## config.mk

```make
export PLATFORM = sky130hd
export DESIGN_NAME = ccsds123_out_buffer
export DESIGN_NICKNAME = d
export VERILOG_FILES = /design/src/rtl/ccsds123_out_buffer.sv
export SDC_FILE = /design/constraint.sdc
export NUM_CORES = 1
export LEC_CHECK = 0
export CELL_PAD_IN_SITES_DETAIL_PLACEMENT = 2
export CELL_PAD_IN_SITES_GLOBAL_PLACEMENT = 2
export CORE_ASPECT_RATIO = 2
export CORE_UTILIZATION = 49
export CTS_CLUSTER_SIZE = 40
export DETAILED_ROUTE_END_ITERATION = 8
export PLACE_DENSITY = 0.84
export SYNTH_ARGS = -nofsm -noshare
export SYNTH_HDL_FRONTEND = slang
export SYNTH_SLANG_ARGS = --single-unit
```

## constraint.sdc

```tcl
create_clock -name clk -period 8.6 [get_ports clk]
set_input_delay 1.72 -clock clk [delete_from_list [all_inputs] [get_ports clk]]
set_output_delay 1.72 -clock clk [all_outputs]
set_load 0.02 [all_outputs]
```

## src/rtl/ccsds123_out_buffer.sv

```systemverilog
`default_nettype none
// ============================================================================
//  Module   : ccsds123_out_buffer
//  Purpose  : Captures the valid-only compressed-output bus of ccsds123_top
//             into a first-word-fall-through FIFO and re-emits it as an
//             AXI-Stream master with backpressure. Also provides an
//             almost-full throttle, a sticky overflow flag and per-frame
//             word accounting.
//  Ports    :
//    clk          clock, rising edge
//    aresetn      asynchronous active-low reset
//    in_tdata     word from the core output bus
//    in_tvalid    word valid (no ready: captured or dropped)
//    in_tlast     last word of the compressed image
//    out_tdata    AXI-Stream data (entry at read pointer)
//    out_tvalid   AXI-Stream valid (FIFO not empty)
//    out_tready   AXI-Stream ready
//    out_tlast    AXI-Stream last
//    almost_full  occupancy >= DEPTH-HEADROOM (after the current edge)
//    overflow     sticky: an input word was dropped
//    frame_done   one-cycle pulse after the tlast word left the output
//    frame_words  word count of the frame just completed
//  Revision : 1.0  initial release
// ============================================================================
module ccsds123_out_buffer #(
  parameter int BUS_WIDTH = 64,
  parameter int ADDR_W    = 4,
  parameter int HEADROOM  = 4,
  parameter int CNT_W     = 32
) (
  input  logic                 clk,
  input  logic                 aresetn,
  input  logic [BUS_WIDTH-1:0] in_tdata,
  input  logic                 in_tvalid,
  input  logic                 in_tlast,
  output logic [BUS_WIDTH-1:0] out_tdata,
  output logic                 out_tvalid,
  input  logic                 out_tready,
  output logic                 out_tlast,
  output logic                 almost_full,
  output logic                 overflow,
  output logic                 frame_done,
  output logic [CNT_W-1:0]     frame_words
);

  localparam int              DEPTH    = 1 << ADDR_W;
  localparam int              AF_LVL   = DEPTH - HEADROOM;
  localparam logic [ADDR_W:0] DEPTH_C  = DEPTH[ADDR_W:0];
  localparam logic [ADDR_W:0] AF_LVL_C = AF_LVL[ADDR_W:0];

  // Storage: each entry is {tlast, tdata}
  logic [BUS_WIDTH:0]   mem_q [DEPTH];

  logic [ADDR_W-1:0]    wr_ptr_q, wr_ptr_d;
  logic [ADDR_W-1:0]    rd_ptr_q, rd_ptr_d;
  logic [ADDR_W:0]      count_q,  count_d;
  logic                 af_q,     af_d;
  logic                 ovf_q,    ovf_d;
  logic                 fd_q,     fd_d;
  logic [CNT_W-1:0]     fw_q,     fw_d;
  logic [CNT_W-1:0]     wcnt_q,   wcnt_d;

  logic                 pop;
  logic                 push;
  logic                 drop;
  logic [BUS_WIDTH:0]   head;

  assign head       = mem_q[rd_ptr_q];
  assign out_tvalid = (count_q != '0);
  assign out_tdata  = head[BUS_WIDTH-1:0];
  assign out_tlast  = head[BUS_WIDTH];

  assign pop  = out_tvalid & out_tready;
  // A full FIFO still accepts a word when a pop frees a slot on the same edge;
  // the slot being written is the one being read, so the read sees old data.
  assign push = in_tvalid & ((count_q < DEPTH_C) | pop);
  assign drop = in_tvalid & ~push;

  always_comb begin
    wr_ptr_d = wr_ptr_q;
    rd_ptr_d = rd_ptr_q;
    count_d  = count_q;
    ovf_d    = ovf_q;
    fd_d     = 1'b0;
    fw_d     = fw_q;
    wcnt_d   = wcnt_q;

    if (push) begin
      wr_ptr_d = wr_ptr_q + ADDR_W'(1);
    end
    if (pop) begin
      rd_ptr_d = rd_ptr_q + ADDR_W'(1);
    end

    if (push && !pop) begin
      count_d = count_q + (ADDR_W+1)'(1);
    end else if (pop && !push) begin
      count_d = count_q - (ADDR_W+1)'(1);
    end

    if (drop) begin
      ovf_d = 1'b1;
    end

    // Frame accounting is driven purely by the output side so that dropped
    // words never contribute to the count.
    if (pop) begin
      if (out_tlast) begin
        fw_d   = wcnt_q + CNT_W'(1);
        fd_d   = 1'b1;
        wcnt_d = '0;
      end else begin
        wcnt_d = wcnt_q + CNT_W'(1);
      end
    end

    // Registered from the next occupancy so it reflects the post-edge level
    af_d = (count_d >= AF_LVL_C);
  end

  always_ff @(posedge clk or negedge aresetn) begin
    if (!aresetn) begin
      wr_ptr_q <= '0;
      rd_ptr_q <= '0;
      count_q  <= '0;
      af_q     <= 1'b0;
      ovf_q    <= 1'b0;
      fd_q     <= 1'b0;
      fw_q     <= '0;
      wcnt_q   <= '0;
    end else begin
      wr_ptr_q <= wr_ptr_d;
      rd_ptr_q <= rd_ptr_d;
      count_q  <= count_d;
      af_q     <= af_d;
      ovf_q    <= ovf_d;
      fd_q     <= fd_d;
      fw_q     <= fw_d;
      wcnt_q   <= wcnt_d;
    end
  end

  // Memory contents need no reset; occupancy gates their visibility
  always_ff @(posedge clk) begin
    if (push) begin
      mem_q[wr_ptr_q] <= {in_tlast, in_tdata};
    end
  end

  assign almost_full = af_q;
  assign overflow    = ovf_q;
  assign frame_done  = fd_q;
  assign frame_words = fw_q;

endmodule
`default_nettype wire

```

# After elaboration in Yosys (flattened, before gate mapping)
# Memory sizes are Yosys's and may differ from the RTL's.
# Cells that the tools add are included.
# totals
register_bits	80
ramBits	1040
input_bits	69
output_inout_bits	101
elab_cells	34
n_memories	1
# memory_table
memory	depth	width	read_ports	rd_clocked_by_memory_dff	write_ports	line_no	source
mem_q	16	65	1	0	1	52	logic [BUS_WIDTH:0] mem_q [DEPTH];
# op_classes
add_sub_neg	5
n_lt_le_gt_ge	2
mux	7
bitwise_logic	5
n_reduce_logical	6
# ops
operator	count
adder 32 x 1 -> 32 bit (second input constant)	1
2-to-1 mux 32 bit	1
2-to-1 mux 5 bit	2
adder 4 x 1 -> 4 bit (second input constant)	2
adder 5 x 1 -> 5 bit (second input constant)	1
>= comparator 5 x 4 -> 1 bit (second input constant)	1
less-than comparator 5 bit (second input constant)	1
nonzero test 5 bit	1
subtractor 5 x 1 -> 5 bit (second input constant)	1
2-to-1 mux 1 bit	4
AND 1 bit	3
logical AND 1 bit	2
zero test 1 bit	2
AND reduction 2 bit	1
NOT 1 bit	1
bitwise OR 1 bit	1

# Logic depth before layout (Yosys ltp)
# Gate-level depths: netlist of the first run.
# depth
depth_word	9
depth_mapped	9
depth_no_buf	8

# Worst setup path after synthesis of the first run
# Ideal clock, no wire load.
# synth_timing
kind	input-to-reg
from	input port out_tready
to	memory mem_q[3][0] in the netlist's numbering, enable pin
setup_time_ns	0.568
t_arrival_ns	6.797
required_ns	8.032
slack_ns	1.236
cell_stages	4
path_buffers	0
cell_sequence	inv_1 > a21boi_1 > nand2_1 > nor3_1
# synth_via
elab_chain_len	5
# synth_rtl
element	line_no	source
from (decl)	38	input logic out_tready,
AND 1 bit	73	assign pop = out_tvalid & out_tready;
bitwise OR 1 bit	76	assign push = in_tvalid & ((count_q < DEPTH_C) | pop);
AND 1 bit	76	
2-to-1 mux 1 bit	145	if (push) begin
2-to-1 mux 1 bit (implied by the code)	146	mem_q[wr_ptr_q] <= {in_tlast, in_tdata};
to (decl)	52	
# Every way passes these cells.

# Worst setup path after layout of the first run
# layout_timing
from	register rd_ptr_q[1]
to	output port out_tlast
# layout_via
elab_chain_len	1
# layout_rtl
element	line_no	source
from (decl)	55	logic [ADDR_W-1:0] rd_ptr_q, rd_ptr_d;
from (signal assigned)	133	rd_ptr_q <= rd_ptr_d;
memory (16 x 65 bit)	--	
to (decl)	39	output logic out_tlast,
# Every way passes these cells.

==> run metrics, run 1 <==
startpoint types=flop; Top FF cell, synth=edfxtp_1; largest net degree at the start of global routing=161; yosys warns=0; fin util=0.573; CTS-repair resized insts=0; Critical Path RT=6.88 ns; Reg2Reg Launch Point=rd_ptr_q[1]; Final Hold Fails=0; Initial Utilization=0.494; Unique masters post-synth=44; most common cell after layout, fill and taps aside=edfxtp_1; clock latency at the later pin of the worst-skew pair=0.71 ns; synthesized cell area=0.0430 mm^2; Post-synth EDFFs=1040; Crit path largest cell delay=1.02 ns; Hold/Removal Path Class=flop to flop; RSZ-0062 raised after global routing=no; Synth-to-Final Area Change=15.9%; Via density=6.50; Routed Antenna Nets=0; I/O Pins=170; WP data arrival=4.25 ns; setup-violating endpoint count in the final report=0; Net Count, Synth=1971; worst-path maximum fanout=160; Power Dens Cells=346 mW/mm^2; Max Clk Rate=167 MHz; leakage power figure=15.7 nW; layout cells sized above 1=0.253; total number of vias=21700; Worst slew margin=0.147; core area=0.0869 mm^2; Avg Cell Area, Syn=22.7 um^2; clk buf depth=3; Post-CTS Setup Inserts=0; Setup crit end kind=primary output; CTS Root Cell=clkbuf_16; period utilization=0.695; die span in y=421 um; status=complete, no violations; fillers=6948; Congestion Overflow GR=0; most frequent cells in the layout=edfxtp_1 (1040), mux4_2 (325), clkdlybuf4s50_1 (168), clkbuf_16 (96), dfrtp_1 (76); gpl congestion=0.771; max-cap violation count=0; CP startpoint=rd_ptr_q[1]; Setup Skew=0.0298 ns; die area=0.0889 mm^2; Hold-fix buffers, CTS=0; Total GRT Usage=0.313; VDD IR-drop max=0.309 mV; overall routed net length=135000 um; Seq/Total Area, Yosys=0.774; clock transition at the registers of the reported paths=0.07 ns; CTS tree=built; H-tree depth=3; # clock sinks=1120; CP Class=flop to primary output; Critical Path, Cell by Cell=buf_12 > mux4_2 > clkdlybuf4s50_1; initial antenna violation count=6; async set-reset flop share out of synthesis=0.0714; DRC Markers=0; vias in the first global route=23700; slowest library cell on the worst path=dfrtp_4; Worst Tran Pin Value=1.28 ns; dpl hpwl=70400 um; fin. max-slew vios=0; hold_sp=overflow; CTS Buf Count=95; Initial DRC Count=2536; post-synthesis register bit count=1120; Site Rows=153; Port Buffers=169; die width=211 um; Final min period=5.97 ns; fin nets=2177; TritonRoute pass-1 iters=5; Post-Syn Instances=1894; Routed WL per cell=40.3 um; setup total negative slack=0 ns; first-pass GRT wire length=189000 um
-- layout make-up --
type                       count  area, um^2  area share
clock inverter                70        1110      0.0222
timing repair buffer         213        2090      0.0420
tap                         1162        1450      0.0292
inverter                      13        48.8    0.000980
antenna                        4        10.0    0.000201
sequential                  1120       33200       0.668
clock buffer                 106        2450      0.0492
multi-input combinational    657        9380       0.188
-- worst paths after layout --
check                                 endpoint  slack, ns  cells past startpoint
max in group asynchronous          rd_ptr_q[0]       6.40                      2
min in group asynchronous           count_q[3]       0.91                      1
worst min-delay path                  overflow       0.47                      1
worst min register to register        overflow       0.47                      1
worst max-delay path                 out_tlast       2.63                      3
worst max register to register  frame_words[1]       4.11                      7
-- registers in the layout, indices dropped and copies added, names as in the netlist --
register,count
wcnt_q,32
mem_q,1040
frame_words,32
almost_full,1
rd_ptr_q,4
overflow,1
frame_done,1
wr_ptr_q,4
count_q,5
-- layer usage --
layer,up-vias,GRT usage,wire [um]
met1,12000,0.390,48800
met5,-,0,44
met2,1143,0.562,73600
met4,6,0.0877,3470
met3,240,0.0521,8870
li1,8395,-,-
-- synth_stat cells (2+ instances only) --
| master | number | area, um^2 |
|---|---|---|
| xor2_1 | 13 | 114 |
| a22o_1 | 7 | 61.3 |
| buf_2 | 11 | 55.1 |
| and2_1 | 3 | 18.8 |
| nand4_1 | 13 | 81.3 |
| nand2_1 | 63 | 236 |
| nand2b_1 | 5 | 31.3 |
| and4_1 | 3 | 26.3 |
| edfxtp_1 | 1040 | 31200 |
| o21ai_0 | 65 | 325 |
| inv_1 | 13 | 48.8 |
| nand3_1 | 13 | 65.1 |
| clkbuf_1 | 70 | 263 |
| and3_1 | 9 | 56.3 |
| a21o_1 | 4 | 30.0 |
| dfrtp_1 | 80 | 2000 |
| nor2_1 | 28 | 105 |
| buf_1 | 23 | 86.3 |
| or4b_2 | 2 | 20.0 |
| or3_1 | 7 | 43.8 |
| o31ai_1 | 8 | 60.1 |
| nor3_1 | 13 | 65.1 |
| a21oi_1 | 10 | 50.1 |
| ha_1 | 8 | 100 |
| a41oi_1 | 2 | 17.5 |
| mux4_2 | 325 | 7320 |
| a31oi_1 | 10 | 62.6 |
| nor4_1 | 6 | 37.5 |
| xnor2_1 | 24 | 210 |
| a22oi_1 | 2 | 15.0 |
-- per-stage QoR --
step	hold WS [ns]	cells	area, um^2	setup slack, ns	power [mW]
global route	0.495	3343	49800	2.43	17.7
finish	0.471	3345	49800	2.63	17.2
CTS	0.471	3340	49800	2.55	17.4
floorplan	0.480	1894	43000	1.24	10.1
global placement	0.439	3164	46200	3.01	11.9
detailed placement	0.456	3164	46200	2.66	12.2
-- cells by family after synthesis --
logic type,share of synthesized area
XOR/XNOR,0.00754
AND/OR/NAND/NOR,0.0197
adder cells (fa/ha/maj),0.00233
buffers and inverters,0.0105
AO/OA/AOI/OAI,0.0157
multiplexers,0.171
flip-flops,0.774
-- critical path, delay by kind of cell (launching register included) --
kind     cells  cell delay [ns]
flops        1             1.02
buf+inv      2             1.50
mux          1             0.92
-- where the power goes --
group | total [mW] | leakage [nW] | switching (mW) | internal, mW
Clock | 5.06 | 1.70 | 2.20 | 2.86
Sequential | 6.95 | 10.5 | 0.417 | 6.53
Combinational | 5.23 | 3.57 | 2.83 | 2.39
Total | 17.2 | 15.7 | 5.45 | 11.8
Power figures use the tool's default switching activity.
==> run 2, diff against run 1 <==
==> constraint.sdc (replaced) <==
create_clock -name clk -period 5.7 [get_ports clk]
set_input_delay 1.14 -clock clk [delete_from_list [all_inputs] [get_ports clk]]
set_output_delay 1.14 -clock clk [all_outputs]
set_load 0.02 [all_outputs]
==> run 2 against run 1 <==
Total power rose by 47%. Cell area fell by 0.50%. First-iteration DRC count fell by 18%. Non-clock buffer count rose by 6. Sequential share of layout area rose by 0.33 points. Die area did not move. Sequential power rose by 51%. Via count fell by 2.1%. Global-route usage fell by 1.0 points.
==> run metrics, run 2 (synthesis results as in run 1) <==
VDD IR-drop max=0.433 mV; met3 Use GR=0.0453; Routed Antenna Nets=0; Routed WL per cell=38.9 um; clk buf depth=3; die width=211 um; die span in y=421 um; GR peak layer=met2; Hold-fix buffers, CTS=0; CTS tree=built; # clock sinks=1120; CTS Root Cell=clkbuf_16; max-cap violation count=0; clock latency at the later pin of the worst-skew pair=0.72 ns; worst-path maximum fanout=83; multi-input logic area=0.00941 mm^2; DRC Markers=0; first-pass GRT wire length=183000 um; fin nets=2184; Site Rows=153; dpl hpwl=74800 um; CP Class=flop to primary output; post-route insts no fill=3346; Biggest register=mem_q; fillers=7054; Inst Count DP=3171; Worst slew margin=0.215; CTS-repair resized insts=0; Congestion Overflow GR=0; Worst Hold Depth=1; RSZ-0062 raised after global routing=no; Power Dens Cells=510 mW/mm^2; Hold/Removal Path Class=flop to flop; Design Power=25.3 mW; hold_sp=overflow; r2r setup slk=1.98 ns; WP data arrival=3.89 ns; I/O Pins=170; vias in the first global route=23800; setup total negative slack=0 ns; H-tree depth=3; Critical Path RT=4.56 ns; Total GRT Usage=0.302; gpl congestion=0.788; Via density=6.36; Final min period=5.03 ns; Post-CTS Setup Inserts=0; period utilization=0.882; R2R depth=8; core area=0.0869 mm^2; r2r endpoint=frame_words[25]; max reg flops=1040; GRT met2 Usage=0.573; TritonRoute pass-1 iters=5; Reg2Reg Launch Point=rd_ptr_q[1]; fin. max-slew vios=0; final worst slack=0.675 ns; overall routed net length=130000 um; initial antenna violation count=3; WHS Endpoint=overflow; largest net degree at the start of global routing=84; Initial DRC Count=2081; Worst Tran Pin Value=1.17 ns; Hold Slack=0.472 ns; DP Worst Slack=0.984 ns; met1 Use GR=0.345; Final Hold Fails=0; startpoint types=flop; Max Clk Rate=199 MHz; most frequent cells in the layout=edfxtp_1 (1040), mux4_2 (325), clkdlybuf4s50_1 (168), clkbuf_16 (97), dfrtp_1 (76); Port Buffers=169; register area=0.0332 mm^2; layout cells sized above 1=0.249; most common cell after layout, fill and taps aside=edfxtp_1; leakage power figure=15.6 nW; setup-violating endpoint count in the final report=0; clock transition at the registers of the reported paths=0.07 ns; Setup crit end kind=primary output; die area=0.0889 mm^2; Setup Skew=0.0332 ns; Initial Utilization=0.494; CTS Buf Count=96; Synth-to-Final Area Change=15.3%; status=complete, no violations; total number of vias=21300
## run 2: power breakdown
group | switching [mW] | internal [mW]
clock | 3.19 | 3.61
sequential | 0.616 | 9.85
combinational | 4.32 | 3.68
## run 2: how the worst max path moves through the flow
stage / from / end / slack [ns] / depth (start not counted)
after floorplan: out_tready / mem_q[7][0] / 0.66 / 4
after global placement: out_tready / mem_q[7][60] / 1.20 / 6
after detailed placement: out_tready / mem_q[7][3] / 0.98 / 6
after CTS: rd_ptr_q[0] / out_tdata[14] / 0.61 / 4
after global routing: rd_ptr_q[0] / out_tdata[14] / 0.53 / 4
final: rd_ptr_q[1] / out_tdata[33] / 0.67 / 4
## run 2: area by class of cell
cell class,instances,share of cell area
Clock inverter,53,0.0113
Multi-Input combinational cell,657,0.190
Tap cell,1162,0.0293
Antenna cell,1,0.0000505
Clock buffer,121,0.0516
Sequential cell,1120,0.671
Timing Repair Buffer,219,0.0457
Inverter,13,0.000985
## run 2: per-layer routing
metal / routed length [um] / vias to the layer above
met5: 13 / -
met4: 3890 / 2
met3: 7360 / 216
met2: 73800 / 878
met1: 45200 / 11800
li1: - / 8385
## run 2: worst max-delay path: stages, from the launching register on
cell	delay [ns]
dfrtp_4	0.94
buf_12	0.44
mux4_2	0.42
mux4_2	0.59
clkdlybuf4s50_1	0.59
## run 2: per-stage QoR
step	cell area (um^2)	util
floorplan	43000	-
global placement	46400	0.534
detailed placement	46400	0.534
CTS	49500	0.570
global route	49500	0.570
finish	49500	0.570
==> run 3, diff against run 2 <==
--- a/config.mk
+++ b/config.mk
@@ -8,10 +8,10 @@
 export CELL_PAD_IN_SITES_DETAIL_PLACEMENT = 2
 export CELL_PAD_IN_SITES_GLOBAL_PLACEMENT = 2
 export CORE_ASPECT_RATIO = 2
-export CORE_UTILIZATION = 49
+export CORE_UTILIZATION = 33
 export CTS_CLUSTER_SIZE = 40
 export DETAILED_ROUTE_END_ITERATION = 8
-export PLACE_DENSITY = 0.84
+export PLACE_DENSITY = 0.61
 export SYNTH_ARGS = -nofsm -noshare
 export SYNTH_HDL_FRONTEND = slang
 export SYNTH_SLANG_ARGS = --single-unit
==> run 3 against run 2 <==
Setup slack got worse by 0.067 ns. Combinational power fell by 2.6%. Critical path type unchanged. Sequential share of layout area fell by 1.6 points. Flip-flop and latch count stayed put.
==> run metrics, run 3 (synthesis results as in run 1) <==
status=complete, no violations; setup-violating endpoint count in the final report=0; clock transition at the registers of the reported paths=0.07 ns; Hold-fix buffers, CTS=0; RSZ-0062 raised after global routing=no; CP Class=flop to primary output; largest net degree at the start of global routing=81; Final min period=5.09 ns; layout cells sized above 1=0.255; Total GRT Usage=0.174; CTS-repair resized insts=0; Power Dens Cells=501 mW/mm^2; TritonRoute pass-1 iters=6; met1 Use GR=0.215; I/O Pins=170; die width=257 um; setup total negative slack=0 ns; Synth-to-Final Area Change=18.2%; Critical Path, Cell by Cell=buf_12 > mux4_2 > mux4_2 > clkdlybuf4s50_1; most common cell after layout, fill and taps aside=edfxtp_1; period utilization=0.893; VDD IR-drop max=0.305 mV; DRC Markers=0; post-route insts no fill=3901; Worst Tran Pin Value=1.01 ns; CTS Root Cell=clkbuf_16; clk buf depth=3; Hold Slack=0.351 ns; CP startpoint=rd_ptr_q[0]; Setup Skew=0.0236 ns; Post-CTS Setup Inserts=0; CTS Buf Count=105; met3 Use GR=0.0305; Hold/Removal Path Class=primary input to asynchronous set/reset pin; total number of vias=20300; CTS tree=built; Initial Utilization=0.334; Design Power=25.4 mW; Initial DRC Count=1449; core area=0.129 mm^2; vias in the first global route=23000; worst-path maximum fanout=80; GR peak layer=met2; Final Hold Fails=0; Routed WL per cell=29.2 um; max reg flops=1040; Via density=5.20; die span in y=512 um; clock latency at the later pin of the worst-skew pair=0.71 ns; # clock sinks=1120; Setup crit end kind=primary output; slowest library cell on the worst path=dfrtp_4; fin. max-slew vios=0; startpoint types=flop; Critical Path RT=4.56 ns; Crit path top cell by count=mux4_2; max-cap violation count=0; leakage power figure=15.9 nW; register area=0.0332 mm^2; dpl hpwl=61200 um; die area=0.132 mm^2; most frequent cells in the layout=edfxtp_1 (1040), mux4_2 (325), clkdlybuf4s50_1 (168), clkbuf_16 (107), dfrtp_1 (76); overall routed net length=114000 um; initial antenna violation count=9; fin nets=2194; Worst slew margin=0.322; Reg2Reg Launch Point=rd_ptr_q[2]; fillers=12000; Crit path largest cell delay=0.81 ns; H-tree depth=3; multi-input logic area=0.00941 mm^2; R2R depth=8; first-pass GRT wire length=165000 um; GRT met2 Usage=0.310; Port Buffers=169; Biggest register=mem_q; WP data arrival=3.95 ns; Routed Antenna Nets=0; Congestion Overflow GR=0; Max Clk Rate=196 MHz; Inst Count DP=3702; gpl congestion=0.741; Site Rows=186
==> run 3: area by class of cell <==
cell class              instances  share of cell area
clock buffers                 123              0.0539
clock inverters                73              0.0155
flip-flops and latches       1120               0.655
well taps                    1692              0.0417
diodes                          3            0.000148
inverters                      13            0.000961
repair buffers                220              0.0477
multi-input cells             657               0.185
==> run 3: final timing paths <==
path / slack (ns) / to
setup / recovery: 0.61 / out_tdata[48]
hold / removal: 0.35 / frame_words[3]
setup reg to reg: 2.03 / frame_words[24]
hold reg to reg: 0.47 / overflow
max in group asynchronous: 4.23 / count_q[2]
min in group clk: 0.47 / overflow
==> run 3: layer usage <==
| layer | vias to the layer above | wire length, um | share of wire |
|---|---|---|---|
| li1 | 8442 | - | - |
| met4 | 12 | 2670 | 0.023 |
| met5 | - | 78 | 0.00069 |
| met1 | 11200 | 46100 | 0.41 |
| met3 | 168 | 4920 | 0.043 |
| met2 | 476 | 60000 | 0.53 |
==> run 3: per-stage QoR <==
stage	util	setup WS [ns]	instance area, um^2
after floorplan	-	0.659	43000
after global placement	0.367	1.32	47200
after detailed placement	0.367	1.22	47200
after CTS	0.394	0.443	50800
after global routing	0.395	0.386	50800
final	0.395	0.608	50800
==> run 3: critical path, delay by kind of cell, from the launching register on <==
family / cells / cell delay [ns]
buffers and inverters: 2 / 1.08
flip-flops: 1 / 0.81
multiplexers: 2 / 1.16
==> run 3: power by group <==
group          internal, mW  total [mW]  switching (mW)  leakage, nW
clock                  4.06        7.26            3.20         1.70
sequential             9.84        10.4           0.547         10.5
combinational          3.72        7.79            4.07         3.68
total                  17.6        25.4            7.82         15.9
